[src/rtl/spi_display_receiver_if.sv]
// rtl/spi_display_receiver_if.sv - SPI display link (MOSI/DC/CS) between drawing engine and receiver
interface spi_display_receiver_if;
    logic mosi;
    logic dc;
    logic cs;

    modport master (output mosi, output dc, output cs);
    modport slave  (input mosi, input dc, input cs);
endinterface

[src/rtl/spi_display_receiver.sv]
// rtl/spi_display_receiver.sv - SPI display receiver: byte assembly, 2A/2B/2C decode, pixel strobes
module spi_display_receiver #(
    parameter int WIDTH  = 240,
    parameter int HEIGHT = 320
) (
    input  logic                   i_clk,
    input  logic                   i_rst_n,
    spi_display_receiver_if.slave  spi,
    output logic                   o_cmd_valid,
    output logic [7:0]             o_cmd,
    output logic                   o_pix_valid,
    output logic [8:0]             o_pix_x,
    output logic [8:0]             o_pix_y,
    output logic [15:0]            o_pix_color,
    output logic                   o_err
);
    localparam logic [9:0] X_LIM = 10'(WIDTH);
    localparam logic [9:0] Y_LIM = 10'(HEIGHT);
    localparam logic [8:0] X_MAX = 9'(WIDTH - 1);
    localparam logic [8:0] Y_MAX = 9'(HEIGHT - 1);

    typedef enum logic [2:0] {ST_CMD, ST_CASET, ST_PASET, ST_RAMWR, ST_IGNORE} state_t;

    state_t      state;
    logic [2:0]  bit_cnt;
    logic [6:0]  shift;
    logic [1:0]  param_idx;
    logic [8:0]  param_start;
    logic        end_hi;
    logic        pix_half;
    logic [7:0]  hi_byte;
    logic [8:0]  xs, xe, ys, ye;
    logic [8:0]  cur_x, cur_y;

    // The byte completes on the edge that samples its 8th bit; dc is taken on that same edge.
    logic        byte_done;
    logic [7:0]  rx_byte;
    logic [8:0]  param_end;
    logic        start_gt_end;
    assign byte_done    = !spi.cs && (bit_cnt == 3'd7);
    assign rx_byte      = {shift, spi.mosi};
    assign param_end    = {end_hi, rx_byte};
    assign start_gt_end = param_start > param_end;

    // Shift MOSI in while selected; deselect throws away any partial byte.
    always_ff @(posedge i_clk or negedge i_rst_n) begin
        if (!i_rst_n) begin
            bit_cnt <= 3'd0;
            shift   <= 7'd0;
        end else if (spi.cs) begin
            bit_cnt <= 3'd0;
        end else begin
            bit_cnt <= bit_cnt + 3'd1;
            shift   <= rx_byte[6:0];
        end
    end

    // Decode completed bytes into window updates and cursor-tagged pixel strobes.
    always_ff @(posedge i_clk or negedge i_rst_n) begin
        if (!i_rst_n) begin
            state       <= ST_CMD;
            param_idx   <= 2'd0;
            param_start <= 9'd0;
            end_hi      <= 1'b0;
            pix_half    <= 1'b0;
            hi_byte     <= 8'd0;
            xs          <= 9'd0;
            xe          <= X_MAX;
            ys          <= 9'd0;
            ye          <= Y_MAX;
            cur_x       <= 9'd0;
            cur_y       <= 9'd0;
            o_cmd_valid <= 1'b0;
            o_cmd       <= 8'd0;
            o_pix_valid <= 1'b0;
            o_pix_x     <= 9'd0;
            o_pix_y     <= 9'd0;
            o_pix_color <= 16'd0;
            o_err       <= 1'b0;
        end else begin
            o_cmd_valid <= 1'b0;
            o_pix_valid <= 1'b0;
            if (byte_done) begin
                if (!spi.dc) begin
                    o_cmd_valid <= 1'b1;
                    o_cmd       <= rx_byte;
                    param_idx   <= 2'd0;
                    pix_half    <= 1'b0;
                    case (rx_byte)
                        8'h2A:   state <= ST_CASET;
                        8'h2B:   state <= ST_PASET;
                        8'h2C: begin
                            state <= ST_RAMWR;
                            cur_x <= xs;
                            cur_y <= ys;
                        end
                        default: state <= ST_IGNORE;
                    endcase
                end else begin
                    case (state)
                        ST_CASET, ST_PASET: begin
                            param_idx <= param_idx + 2'd1;
                            case (param_idx)
                                2'd0: param_start[8]   <= rx_byte[0];
                                2'd1: param_start[7:0] <= rx_byte;
                                2'd2: end_hi           <= rx_byte[0];
                                default: begin
                                    // The window is taken even when it is flagged bad.
                                    state <= ST_CMD;
                                    if (state == ST_CASET) begin
                                        xs <= param_start;
                                        xe <= param_end;
                                        if (start_gt_end || ({1'b0, param_end} >= X_LIM))
                                            o_err <= 1'b1;
                                    end else begin
                                        ys <= param_start;
                                        ye <= param_end;
                                        if (start_gt_end || ({1'b0, param_end} >= Y_LIM))
                                            o_err <= 1'b1;
                                    end
                                end
                            endcase
                        end
                        ST_RAMWR: begin
                            pix_half <= !pix_half;
                            if (!pix_half) begin
                                hi_byte <= rx_byte;
                            end else begin
                                o_pix_valid <= 1'b1;
                                o_pix_x     <= cur_x;
                                o_pix_y     <= cur_y;
                                o_pix_color <= {hi_byte, rx_byte};
                                if (cur_x == xe) begin
                                    cur_x <= xs;
                                    cur_y <= (cur_y == ye) ? ys : cur_y + 9'd1;
                                end else begin
                                    cur_x <= cur_x + 9'd1;
                                end
                            end
                        end
                        default: ;
                    endcase
                end
            end
        end
    end
endmodule

[src/flat_wrapper.sv]
// flat-port wrapper written by rule: the top's interface ports become plain ports
module spi_display_receiver_flat 
#(
    parameter int WIDTH  = 240,
    parameter int HEIGHT = 320
)
  (i_clk, i_rst_n, o_cmd_valid, o_cmd, o_pix_valid, o_pix_x, o_pix_y, o_pix_color, o_err, spi_mosi, spi_dc, spi_cs);
  spi_display_receiver_if spi_i ();
  input  logic i_clk;
  input  logic i_rst_n;
  output logic o_cmd_valid;
  output logic [7:0] o_cmd;
  output logic o_pix_valid;
  output logic [8:0] o_pix_x;
  output logic [8:0] o_pix_y;
  output logic [15:0] o_pix_color;
  output logic o_err;
  input wire logic [$bits(spi_i.mosi)-1:0] spi_mosi;
  input wire logic [$bits(spi_i.dc)-1:0] spi_dc;
  input wire logic [$bits(spi_i.cs)-1:0] spi_cs;
  assign spi_i.mosi = spi_mosi;
  assign spi_i.dc = spi_dc;
  assign spi_i.cs = spi_cs;
  spi_display_receiver #(.WIDTH(WIDTH), .HEIGHT(HEIGHT)) u_core (.i_clk(i_clk), .i_rst_n(i_rst_n), .spi(spi_i), .o_cmd_valid(o_cmd_valid), .o_cmd(o_cmd), .o_pix_valid(o_pix_valid), .o_pix_x(o_pix_x), .o_pix_y(o_pix_y), .o_pix_color(o_pix_color), .o_err(o_err));
endmodule
[config.mk]
export PLATFORM = sky130hd
export DESIGN_NAME = spi_display_receiver_flat
export DESIGN_NICKNAME = d
export VERILOG_FILES = /design/src/rtl/spi_display_receiver_if.sv /design/src/rtl/spi_display_receiver.sv /design/src/flat_wrapper.sv
export SDC_FILE = /design/constraint.sdc
export NUM_CORES = 1
export LEC_CHECK = 0
export BUFFER_PORTS_ARGS = -buffer_cell sky130_fd_sc_hd__buf_2
export CORE_ASPECT_RATIO = 1.75
export CORE_MARGIN = 4
export CORE_UTILIZATION = 30
export DETAILED_ROUTE_END_ITERATION = 12
export PLACE_DENSITY_LB_ADDON = 0.15
export SYNTH_ARGS = -nofsm -noshare
export SYNTH_HDL_FRONTEND = slang
export SYNTH_SLANG_ARGS = --single-unit
[constraint.sdc]
create_clock -name i_clk -period 2.6 [get_ports i_clk]
set_input_delay 0.52 -clock i_clk [delete_from_list [all_inputs] [get_ports i_clk]]
set_output_delay 0.52 -clock i_clk [all_outputs]
set_load 0.05 [all_outputs]
==> key figures, run 1 <==
Status
  – Outcome: finished clean

Clock tree
  – Postcts setup bufs: 0
  – CTS Root Cell: clkbuf_16
  – PostCTS Resize Cnt: 0
  – CTS Buf Count: 17
  – CTS max path bufs: 2
  – Reg clk slew, reported paths: 60 ps
  – Cts hold-fix bufs: 0
  – # H-tree levels: 4
  – Clock sinks: between 100 and 150
  – Worst-Skew Late Latency: roughly 410 ps
  – CTS tree: done

Pwr
  – Int Pwr: between 3 and 4 mW
  – Power, Total: roughly 5 mW
  – Power density cells: between 600 and 700 nW/um2
  – Switching Share: between 20% and 30%
  – Sequential power share: ~42%
  – Psw: 1.13 mW
  – Clk pwr share: between 50% and 60%
  – Peak supply drop: between 0.0003 and 0.0004 V
  – Comb power frac: 5.3%
  – Leak pwr: approximately 3.6 nW

Drt
  – Via count: around 4000
  – Routed wire per std cell: about 18 um
  – DRC viols: 0
  – Drt pass-1 iters: 4
  – Routed Antenna Nets: 0
  – Vias per cell: approximately 4.8
  – Iteration-0 DRC Markers: 95
  – Routed WL: approximately 15 mm

Critical path
  – Crit path capture type: flip-flop
  – Slowest cell on the critical path: or4b_1
  – Crit-path cells: or4b_1 > or4_4 > a21oi_4 > buf_4 > o21a_1 > buf_4 > nand2_1 > o211ai_1
  – Crit path max fanout: 11
  – Critical path data required time: a little under 3000 ps
  – Critical Path Start Type: flip-flop
  – Worst path max stage delay: roughly 560 ps
  – CP dominant cell by count: buf_4
  – Crit path DAT: 2740 ps
  – Crit path kind: reg2reg

Synth
  – Synth Register Bits: roughly 130
  – Syn_nets: 528
  – Ys Warns: 0
  – Commonest cells in the synthesized netlist: dfrtp_1 (119), mux2_2 (80), nand2_1 (52)
  – Most frequent cell after synthesis: dfrtp_1
  – Ys async rst share: 100%
  – Area leader, netlist: dfrtp_1
  – Syn Inst Count: roughly 510
  – Syn Area/Cell: 11.8 um2
  – Top FF cell, synth: dfrtp_1
  – Number of synthesized flops with an enable pin: 0
  – Syn Std Cell Area: ~6000 um2
  – Synth top area cells: dfrtp_1 (50%), mux2_2 (15%), dfstp_2 (6.2%), ha_1 (3.6%), o21ai_0 (3.4%)
  – Seq/Total Area, Yosys: 56.0%
  – Netlist cell types: between 50 and 60
  – Synth top area share: around half

Global routing
  – GRT Residual Overflow: 0
  – All-Layer GR Usage: between 10% and 20%
  – Vias in the first global route: 4422
  – Largest net degree at the start of global routing: 57
  – First-pass GRT wire length: roughly 25 mm
  – Initial antenna violation count: 0

Die
  – Area of the core: 19700 um2
  – Die Ht: between 150 and 200 um
  – Initial Util: 30.4%
  – Ports: 50
  – Die footprint: 22300 um2
  – Number of cell rows: 68
  – Die X: roughly 110 um

STA
  – Setup TNS: 0 ps
  – Max-slew violations: 0
  – Tcrit/Tclk final: 92.7%
  – Max-slew headroom: 52.2%
  – RSZ-0062 raised after global routing: no
  – Fmax: 415 MHz
  – Crit path time final: between 2000 and 2500 ps
  – # setup viols final: 0
  – Hold Fails Final Rpt: 0
  – Worst-margin pin slew: about 700 ps
  – Clock Skew: 7.94 ps

Hold path
  – Type of the tightest min-delay check: in2async

Placed design
  – Port bufs: 49
  – Placed Area: 6650 um2
  – GP Congestion: between 0.8 and 0.9
  – Placed Instances: ~800
  – HPWL Detailed: between 10 and 15 mm

Finish
  – Share of cells above drive strength 1: 36.0%
  – Final Instance Count excl. Fillers: between 800 and 900
  – Nets: ~600
  – Multi-input gate area: around 2400 um2
  – Final core occ: 37.2%
  – Filler cells: between 1500 and 2000
  – FF+latch area: around 3300 um2
  – Post-route design area: between 7000 and 8000 um2
  – Area Growth Syn to Fin: 22.3%
  – Ant diodes: 0

Run
  – Max_cap viols: 0
==> registers in the layout, indices dropped and copies added (netlist names) <==
register,count
u_core.o_pix_y,9
u_core.o_cmd_valid,1
u_core.param_start,9
u_core.cur_x,9
u_core.end_hi,1
u_core.xs,9
u_core.xe,9
u_core.o_pix_x,9
u_core.o_pix_color,16
u_core.param_idx,2
u_core.shift,7
u_core.o_pix_valid,1
u_core.ye,9
u_core.hi_byte,8
u_core.o_cmd,8
u_core.pix_half,1
u_core.o_err,1
u_core.bit_cnt,3
u_core.state,3
u_core.ys,9
u_core.cur_y,9
==> cell families after synthesis <==
family          synth area share, %
simple gates                   9.93
xor+xnor                       3.52
mux                            15.3
compound gates                 8.63
fa+ha+maj                      3.56
buf+inv                        3.08
flops                          56.0
==> critical path: cells and delay by family (launching register included) <==
kind / cells / cell delay [ps]
compound gates: 3 / 430
buf+inv: 2 / 370
flops: 1 / 380
simple gates: 3 / 1150
==> power groups by stage <==
stage	clock network, mW	logic [mW]	registers [mW]
after floorplan	0	0.0859	2.17
after global placement	0	0.266	2.15
after detailed placement	0	0.275	2.15
after CTS	2.72	0.277	2.11
after global routing	2.81	0.296	2.12
final	2.64	0.265	2.11
==> cell usage in the layout, fill, tap and decap left out, types with 8 or more instances in the layout <==
master | Yosys | final
dfrtp_1 | 119 | 119
mux2_2 | 80 | 80
nand2_1 | 52 | 52
buf_2 | 5 | 48
o21ai_0 | 41 | 41
buf_4 | 2 | 27
xnor2_1 | 19 | 19
nor2_1 | 17 | 17
a21oi_1 | 17 | 17
ha_1 | 17 | 17
clkbuf_16 | 0 | 17
inv_1 | 14 | 14
dfstp_2 | 14 | 14
o21ai_1 | 10 | 10
nand3_1 | 8 | 8
==> routing by layer <==
metal  global-route usage [%]  wire length [um]  up-vias
met5                        0                 0        -
met4                     8.19               700        0
met3                     2.65               412       35
met2                     25.5              8240       74
met1                     16.5              5920     1971
li1                         -                 -     1919
==> path summary, 6_finish.rpt <==
check / from / to / slack [ps] / cells after the start
setup / recovery: u_core.shift[5] / u_core.cur_x[2] / 190 / 8
hold / removal: i_rst_n / u_core.o_pix_y[2] / 80 / 1
setup reg to reg: u_core.shift[5] / u_core.cur_x[2] / 190 / 8
hold reg to reg: u_core.bit_cnt[0] / u_core.bit_cnt[0] / 430 / 1
max in group asynchronous: i_rst_n / u_core.ye[3] / 1730 / 2
min in group i_clk: u_core.bit_cnt[0] / u_core.bit_cnt[0] / 430 / 1
==> stage by stage <==
| step | worst slack, ps | hold WS, ps |
|---|---|---|
| final | 189 | 84.0 |
| after global routing | 71.8 | 105 |
| after CTS | 172 | 83.1 |
| after detailed placement | 105 | 427 |
| after global placement | 138 | 422 |
| after floorplan | 129 | 224 |
==> layout make-up <==
cell class              count  share of cell area (%)
clock buffers              17                    5.83
clock inverters            15                    3.14
flip-flops and latches    133                    45.8
multi-input cells         332                    33.5
repair buffers             78                    6.77
inverters                  14                   0.720
well taps                 245                    4.20
No activity file was read; power rests on OpenSTA's default activity.
==> run 2: changes to the inputs <==
--- a/config.mk
+++ b/config.mk
@@ -11,6 +11,7 @@
 export CORE_UTILIZATION = 30
 export DETAILED_ROUTE_END_ITERATION = 12
 export PLACE_DENSITY_LB_ADDON = 0.15
+export SLEW_MARGIN = 40
 export SYNTH_ARGS = -nofsm -noshare
 export SYNTH_HDL_FRONTEND = slang
 export SYNTH_SLANG_ARGS = --single-unit
==> constraint.sdc (replaced) <==
create_clock -name i_clk -period 2.3 [get_ports i_clk]
set_input_delay 0.46 -clock i_clk [delete_from_list [all_inputs] [get_ports i_clk]]
set_output_delay 0.46 -clock i_clk [all_outputs]
set_load 0.05 [all_outputs]
==> run 2 against run 1 <==
Compared with the run above: critical path depth fell by 1; sequential cell count unchanged; total power rose by 12%; sequential power rose by 13%; clock skew grew 2.5 ps; global-route usage increased by 0.19 points; fmax rose by 7.4%; die area did not move; clock-buffer cell count rose by 1; sequential share of layout area is 1.4 points lower; largest power group unchanged.
==> key figures, run 2 (synthesis gave the netlist of run 1 again) <==
Status
  – Outcome: finished clean

Clock tree
  – CTS max path bufs: 2 (unchanged)
  – CTS Buf Count: 17 (unchanged)
  – Clock sinks: 133 (unchanged)
  – # H-tree levels: 4 (unchanged)
  – Worst-Skew Late Latency: 420 ps (about the same)
  – Reg clk slew, reported paths: 60 ps (about the same)
  – CTS tree: done
  – CTS Root Cell: clkbuf_16

Die
  – Die footprint: 22300 um2 (unchanged)
  – Initial Util: 30.4% (unchanged)
  – Die X: 115 um (unchanged)
  – Number of cell rows: 68 (unchanged)
  – Area of the core: 19700 um2 (unchanged)
  – Die Ht: 195 um (unchanged)
  – Ports: 50 (unchanged)

Global routing
  – All-Layer GR Usage: 14.8% (+0.19 points)
  – Initial antenna violation count: 0 (unchanged)
  – First-pass GRT wire length: 24.8 mm (-0.33%)
  – Vias in the first global route: 4329 (-2.1%)
  – GRT Residual Overflow: 0 (unchanged)
  – Largest net degree at the start of global routing: 46 (-19%)

STA
  – Max-slew violations: 0 (unchanged)
  – # setup viols final: 0 (unchanged)
  – Max-slew headroom: 69.2% (+17 points)
  – RSZ-0062 raised after global routing: yes
  – Hold Fails Final Rpt: 0 (unchanged)
  – Worst-margin pin slew: 462 ps (-254 ps)
  – Clock Skew: 10.4 ps (+2.47 ps)
  – Hold slack: 428 ps (+344 ps)
  – Crit path time final: 2240 ps (-166 ps)
  – Fmax: 446 MHz (+7.4%)
  – Tcrit/Tclk final: 97.6% (+4.9 points)

Finish
  – Most common cell after layout, fill and taps aside: dfrtp_1
  – Ant diodes: 0 (unchanged)
  – Final Instance Count excl. Fillers: 856 (+2.6%)
  – Area Growth Syn to Fin: 26.1%
  – Multi-input gate area: 2480 um2 (+1.2%)
  – FF+latch area: 3350 um2 (unchanged)
  – Nets: 620 (+3.7%)
  – Post-route design area: 7530 um2 (+3.2%)
  – Commonest non-fill, non-tap cells in the layout: dfrtp_1 (119), mux2_2 (80), nand2_1 (52), buf_2 (49), buf_4 (40)
  – Number of flip-flops under the largest register name: 16 (unchanged)
  – Filler cells: 1882 (-2.6%)
  – Top reg by flops: u_core.o_pix_color
  – Share of cells above drive strength 1: 39.0% (+3.0 points)
  – Final core occ: 38.3% (+1.2 points)

Drt
  – Drt pass-1 iters: 4 (unchanged)
  – Routed wire per std cell: 18.1 um (-1.0%)
  – Vias per cell: 4.79 (about the same)
  – Iteration-0 DRC Markers: 97 (+2.1%)
  – Via count: 4103 (+2.6%)
  – Routed WL: 15.5 mm (+1.6%)
  – Routed Antenna Nets: 0 (unchanged)
  – DRC viols: 0 (unchanged)

Critical path
  – CP dominant cell by count: buf_6
  – Crit path capture type: flip-flop
  – Slowest cell on the critical path: or4b_4
  – Crit path max fanout: 8 (-3)
  – Crit path kind: reg2reg
  – Crit path DAT: 2540 ps (-200 ps)
  – Worst path max stage delay: 540 ps (-20 ps)
  – CP bufs+invs: 2 (unchanged)
  – Crit-path cells: or4b_4 > or4_4 > a21oi_4 > buf_6 > buf_6 > nor2b_1 > a221o_1
  – Critical Path Start Type: flip-flop
  – Critical path data required time: 2590 ps (-340 ps)
  – Top delay family on crit path: simple AND/OR/NAND/NOR gates

Placed design
  – HPWL Detailed: 11.5 mm (+3.4%)
  – Placed Area: 6830 um2 (+2.7%)
  – GP Congestion: 0.853 (-0.64%)
  – Port bufs: 49 (unchanged)
  – Placed Instances: 820 (+2.2%)

Pwr
  – Leak pwr: 3.68 nW (+3.7%)
  – Power, Total: 5.62 mW (+12%)
  – Peak supply drop: 0.000458 V (+18%)
  – Power density cells: 746 nW/um2 (+8.5%)

Hold path
  – Type of the tightest min-delay check: in2reg

Run
  – Max_cap viols: 0 (unchanged)
## run 2: cell types whose count changed in the layout (fill, tap and decap cells not counted), sizes merged
cell | before | now
inv | 16 | 17
dlygate4sd3 | 0 | 1
clkinvlp | 4 | 3
clkbuf | 17 | 18
bufinv | 5 | 4
buf | 78 | 99
## run 2: metal layers
metal | GRT usage (%) | vias up | share of wire, %
li1 | - | 1959 | -
met1 | 16.4 | 2064 | 39
met2 | 26.7 | 64 | 56
met3 | 3.12 | 16 | 2.6
met4 | 6.52 | 0 | 2.3
met5 | 0 | - | 0
## run 2: worst min-delay path, stage by stage
cell     delay, ps
buf_2           90
buf_4          190
nor2b_1         60
## run 2: what timing repair did
action | CTS | global route
pin swaps | 1 | 8
buffers inserted | 1 | 1
hold endpoints to repair | 31 | 0
gates cloned | 0 | 1
endpoints found under the setup margin | 15 | 18
resized for setup | 4 | 8
hold buffers | 1 | 0
## run 2: path summary, 6_finish.rpt
path,startpoint,to,slack (ps),depth (start not counted)
max in group asynchronous,i_rst_n,u_core.ye[3],1060,3
worst max-delay path,u_core.shift[3],u_core.cur_x[1],60,7
worst min register to register,u_core.bit_cnt[0],u_core.bit_cnt[0],450,1
worst min-delay path,spi_cs,u_core.bit_cnt[1],430,3
min in group asynchronous,i_rst_n,u_core.o_pix_y[1],560,2
worst max register to register,u_core.shift[3],u_core.cur_x[1],60,7
## run 2: per-stage QoR
stage / setup TNS [ps] / setup slack (ps)
after floorplan: 0 / 21.3
after global placement: -548 / -72.8
after detailed placement: -1040 / -122
after CTS: -2.72 / -2.72
after global routing: -66.1 / -25.0
final: 0 / 55.5
## run 2: layout make-up
type	instances	share of cell area, %
Clock buffer	18	5.83
Clock inverter	14	2.66
Inverter	14	0.698
Multi-Input combinational cell	332	32.9
Sequential cell	133	44.4
Tap cell	245	4.07
Timing Repair Buffer	100	9.45
## run 2: where the power goes
| group | switching [mW] | leakage (nW) | total, mW | internal [mW] |
|---|---|---|---|---|
| clock network | 1.06 | 0.304 | 2.91 | 1.86 |
| registers | 0.0195 | 1.78 | 2.39 | 2.37 |
| logic | 0.212 | 1.59 | 0.311 | 0.0992 |
| total | 1.29 | 3.68 | 5.62 | 4.33 |
==> run 3: changes to the inputs <==
--- a/config.mk
+++ b/config.mk
@@ -10,6 +10,7 @@
 export CORE_MARGIN = 4
 export CORE_UTILIZATION = 30
 export DETAILED_ROUTE_END_ITERATION = 12
+export MAX_ROUTING_LAYER = met4
 export PLACE_DENSITY_LB_ADDON = 0.15
 export SLEW_MARGIN = 40
 export SYNTH_ARGS = -nofsm -noshare
==> run 3 against run 2 <==
Compared with the run above: sequential cell count unchanged; design area up 0.78%; utilization up 0.30 points; first-iteration DRC count up 5.2%; clock skew down 3.3 ps; critical path type unchanged.
==> key figures, run 3 (synthesis gave the netlist of run 1 again) <==
Critical path
  – Crit path capture type: flip-flop
  – Reg-to-reg endpoint: u_core.cur_x[1]
  – R2r worst-path depth: 7 (unchanged)
  – Crit path DAT: 2530 ps (about the same)
  – Worst path max stage delay: 540 ps (about the same)
  – Crit path max fanout: 7 (-1)
  – CP bufs+invs: 2 (unchanged)
  – R2R Setup Slk: 70 ps (about the same)
  – Top delay family on crit path: simple AND/OR/NAND/NOR gates
  – Critical Path Start Type: flip-flop
  – Critical path data required time: 2600 ps (about the same)
  – Slowest cell on the critical path: or4b_4
  – Reg2Reg Launch Point: u_core.shift[6]
  – Crit path kind: reg2reg
  – Crit-path cells: or4b_4 > or4_4 > a21oi_4 > buf_6 > buf_12 > nor2b_1 > a221o_1

Die
  – Number of cell rows: 68 (unchanged)
  – Initial Util: 30.4% (unchanged)
  – Ports: 50 (unchanged)
  – Die Ht: 195 um (unchanged)
  – Die X: 115 um (unchanged)
  – Die footprint: 22300 um2 (unchanged)
  – Area of the core: 19700 um2 (unchanged)

Finish
  – Number of flip-flops under the largest register name: 16 (unchanged)
  – Commonest non-fill, non-tap cells in the layout: dfrtp_1 (119), mux2_2 (80), nand2_1 (51), buf_2 (48), buf_4 (40)
  – Ant diodes: 0 (unchanged)
  – Most common cell after layout, fill and taps aside: dfrtp_1
  – Post-route design area: 7590 um2 (+0.78%)
  – Area Growth Syn to Fin: 27.1%
  – Top reg by flops: u_core.o_pix_color
  – Nets: 620 (unchanged)
  – Share of cells above drive strength 1: 39.0% (unchanged)

Placed design
  – GP Congestion: 0.822 (-3.6%)
  – DP Worst Slack: -91.7 ps (+30.6 ps)
  – Port bufs: 49 (unchanged)
  – Placed Area: 6830 um2 (unchanged)
  – HPWL Detailed: 11.5 mm (-0.32%)

STA
  – # setup viols final: 0 (unchanged)
  – Hold Fails Final Rpt: 0 (unchanged)
  – Max-slew violations: 0 (unchanged)
  – Worst-margin pin slew: 427 ps (-34.7 ps)
  – Max-slew headroom: 71.3% (+2.1 points)
  – Crit path time final: 2230 ps (-14.8 ps)
  – Tcrit/Tclk final: 96.9% (-0.65 points)
  – Clock Skew: 7.16 ps (-3.25 ps)
  – RSZ-0062 raised after global routing: yes
  – Fmax: 448 MHz (+0.67%)
  – PnR worst setup slack: 70.3 ps (+14.8 ps)

Status
  – Outcome: finished clean

Global routing
  – GRT Residual Overflow: 0 (unchanged)
  – Vias in the first global route: 4474 (+3.3%)
  – First-pass GRT wire length: 25.2 mm (+1.9%)
  – All-Layer GR Usage: 15.4% (+0.54 points)
  – Largest net degree at the start of global routing: 41 (-11%)
  – Initial antenna violation count: 0 (unchanged)

Drt
  – DRC viols: 0 (unchanged)
  – Routed WL: 15.7 mm (+1.4%)
  – Via count: 4091 (-0.29%)
  – Routed Antenna Nets: 0 (unchanged)
  – Iteration-0 DRC Markers: 102 (+5.2%)
  – Vias per cell: 4.78 (-0.29%)
  – Drt pass-1 iters: 4 (unchanged)
  – Routed wire per std cell: 18.4 um (+1.4%)

Pwr
  – Power density cells: 768 nW/um2 (+3.0%)
  – Peak supply drop: 0.000468 V (+2.2%)
  – Leak pwr: 3.70 nW (+0.50%)

Hold path
  – WHS Endpoint: u_core.bit_cnt[1]
  – Hold depth: 3 (unchanged)
  – Type of the tightest min-delay check: in2reg
  – Worst hold path startpoint: spi_cs

Clock tree
  – CTS tree: done
  – Reg clk slew, reported paths: 60 ps (about the same)
  – CTS max path bufs: 2 (unchanged)
  – Worst-Skew Late Latency: 420 ps (about the same)
  – CTS Root Cell: clkbuf_16
  – # H-tree levels: 4 (unchanged)
  – CTS Buf Count: 17 (unchanged)
  – Clock sinks: 133 (unchanged)

Run
  – Max_cap viols: 0 (unchanged)
## run 3: worst reg2reg max path: stages (launching register included)
cell and delay (ps):
dfrtp_1 380, or4b_4 540, or4_4 440, a21oi_4 200
buf_6 160, buf_12 110, nor2b_1 40, a221o_1 250
## run 3: layout make-up
type | count | area [um2]
Tap cell | 245 | 307
Multi-Input combinational cell | 332 | 2480
Sequential cell | 133 | 3350
Timing Repair Buffer | 100 | 727
Fill cell | 1937 | 12100
Clock inverter | 12 | 224
Clock buffer | 20 | 457
Inverter | 14 | 52.6
## run 3: per-layer routing
metal,track usage (%),up-vias,part of all wire (%)
li1,-,1956,-
met1,16.2,2050,39
met2,27.2,60,55
met3,2.74,25,2.2
met4,7.13,0,3.4
met5,-,-,0
## run 3: metrics by stage
step                      hold WS [ps]  std cells  utilization (%)  TNS (ps)  power, mW
after floorplan                    164        506                -         0       2.55
after global placement             420        820             34.7      -600       2.74
after detailed placement           418        820             34.7      -768       2.75
after CTS                          422        854             38.4         0       5.92
after global routing               450        856             38.6     -1.30       6.03
final                              438        856             38.6         0       5.83
## run 3: repair_timing
item                                    4_1_cts  5_1_grt
endpoints found under the setup margin       10       18
pin swaps                                     1        7
hold endpoints to repair                     35        0
gates resized for setup                       1       13
hold buffers                                  1        0
setup buffers                                 1        1
cloned                                        0        1
## run 3: how the worst max path moves through the flow
stage | from | endpoint | slack, ps | depth (start not counted)
floorplan | spi_cs | u_core.ye[6] | 20 | 9
global placement | spi_mosi | u_core.cur_x[3] | -70 | 9
detailed placement | spi_mosi | u_core.cur_x[4] | -90 | 9
CTS | u_core.shift[5] | u_core.cur_x[2] | 8 | 8
global route | u_core.shift[6] | u_core.cur_y[6] | -1 | 8
finish | u_core.shift[6] | u_core.cur_x[1] | 70 | 7
## run 3: power breakdown
group	internal, mW	switching (mW)
logic	0.100	0.213
clock network	2.09	1.03
registers	2.37	0.0205
total	4.56	1.26
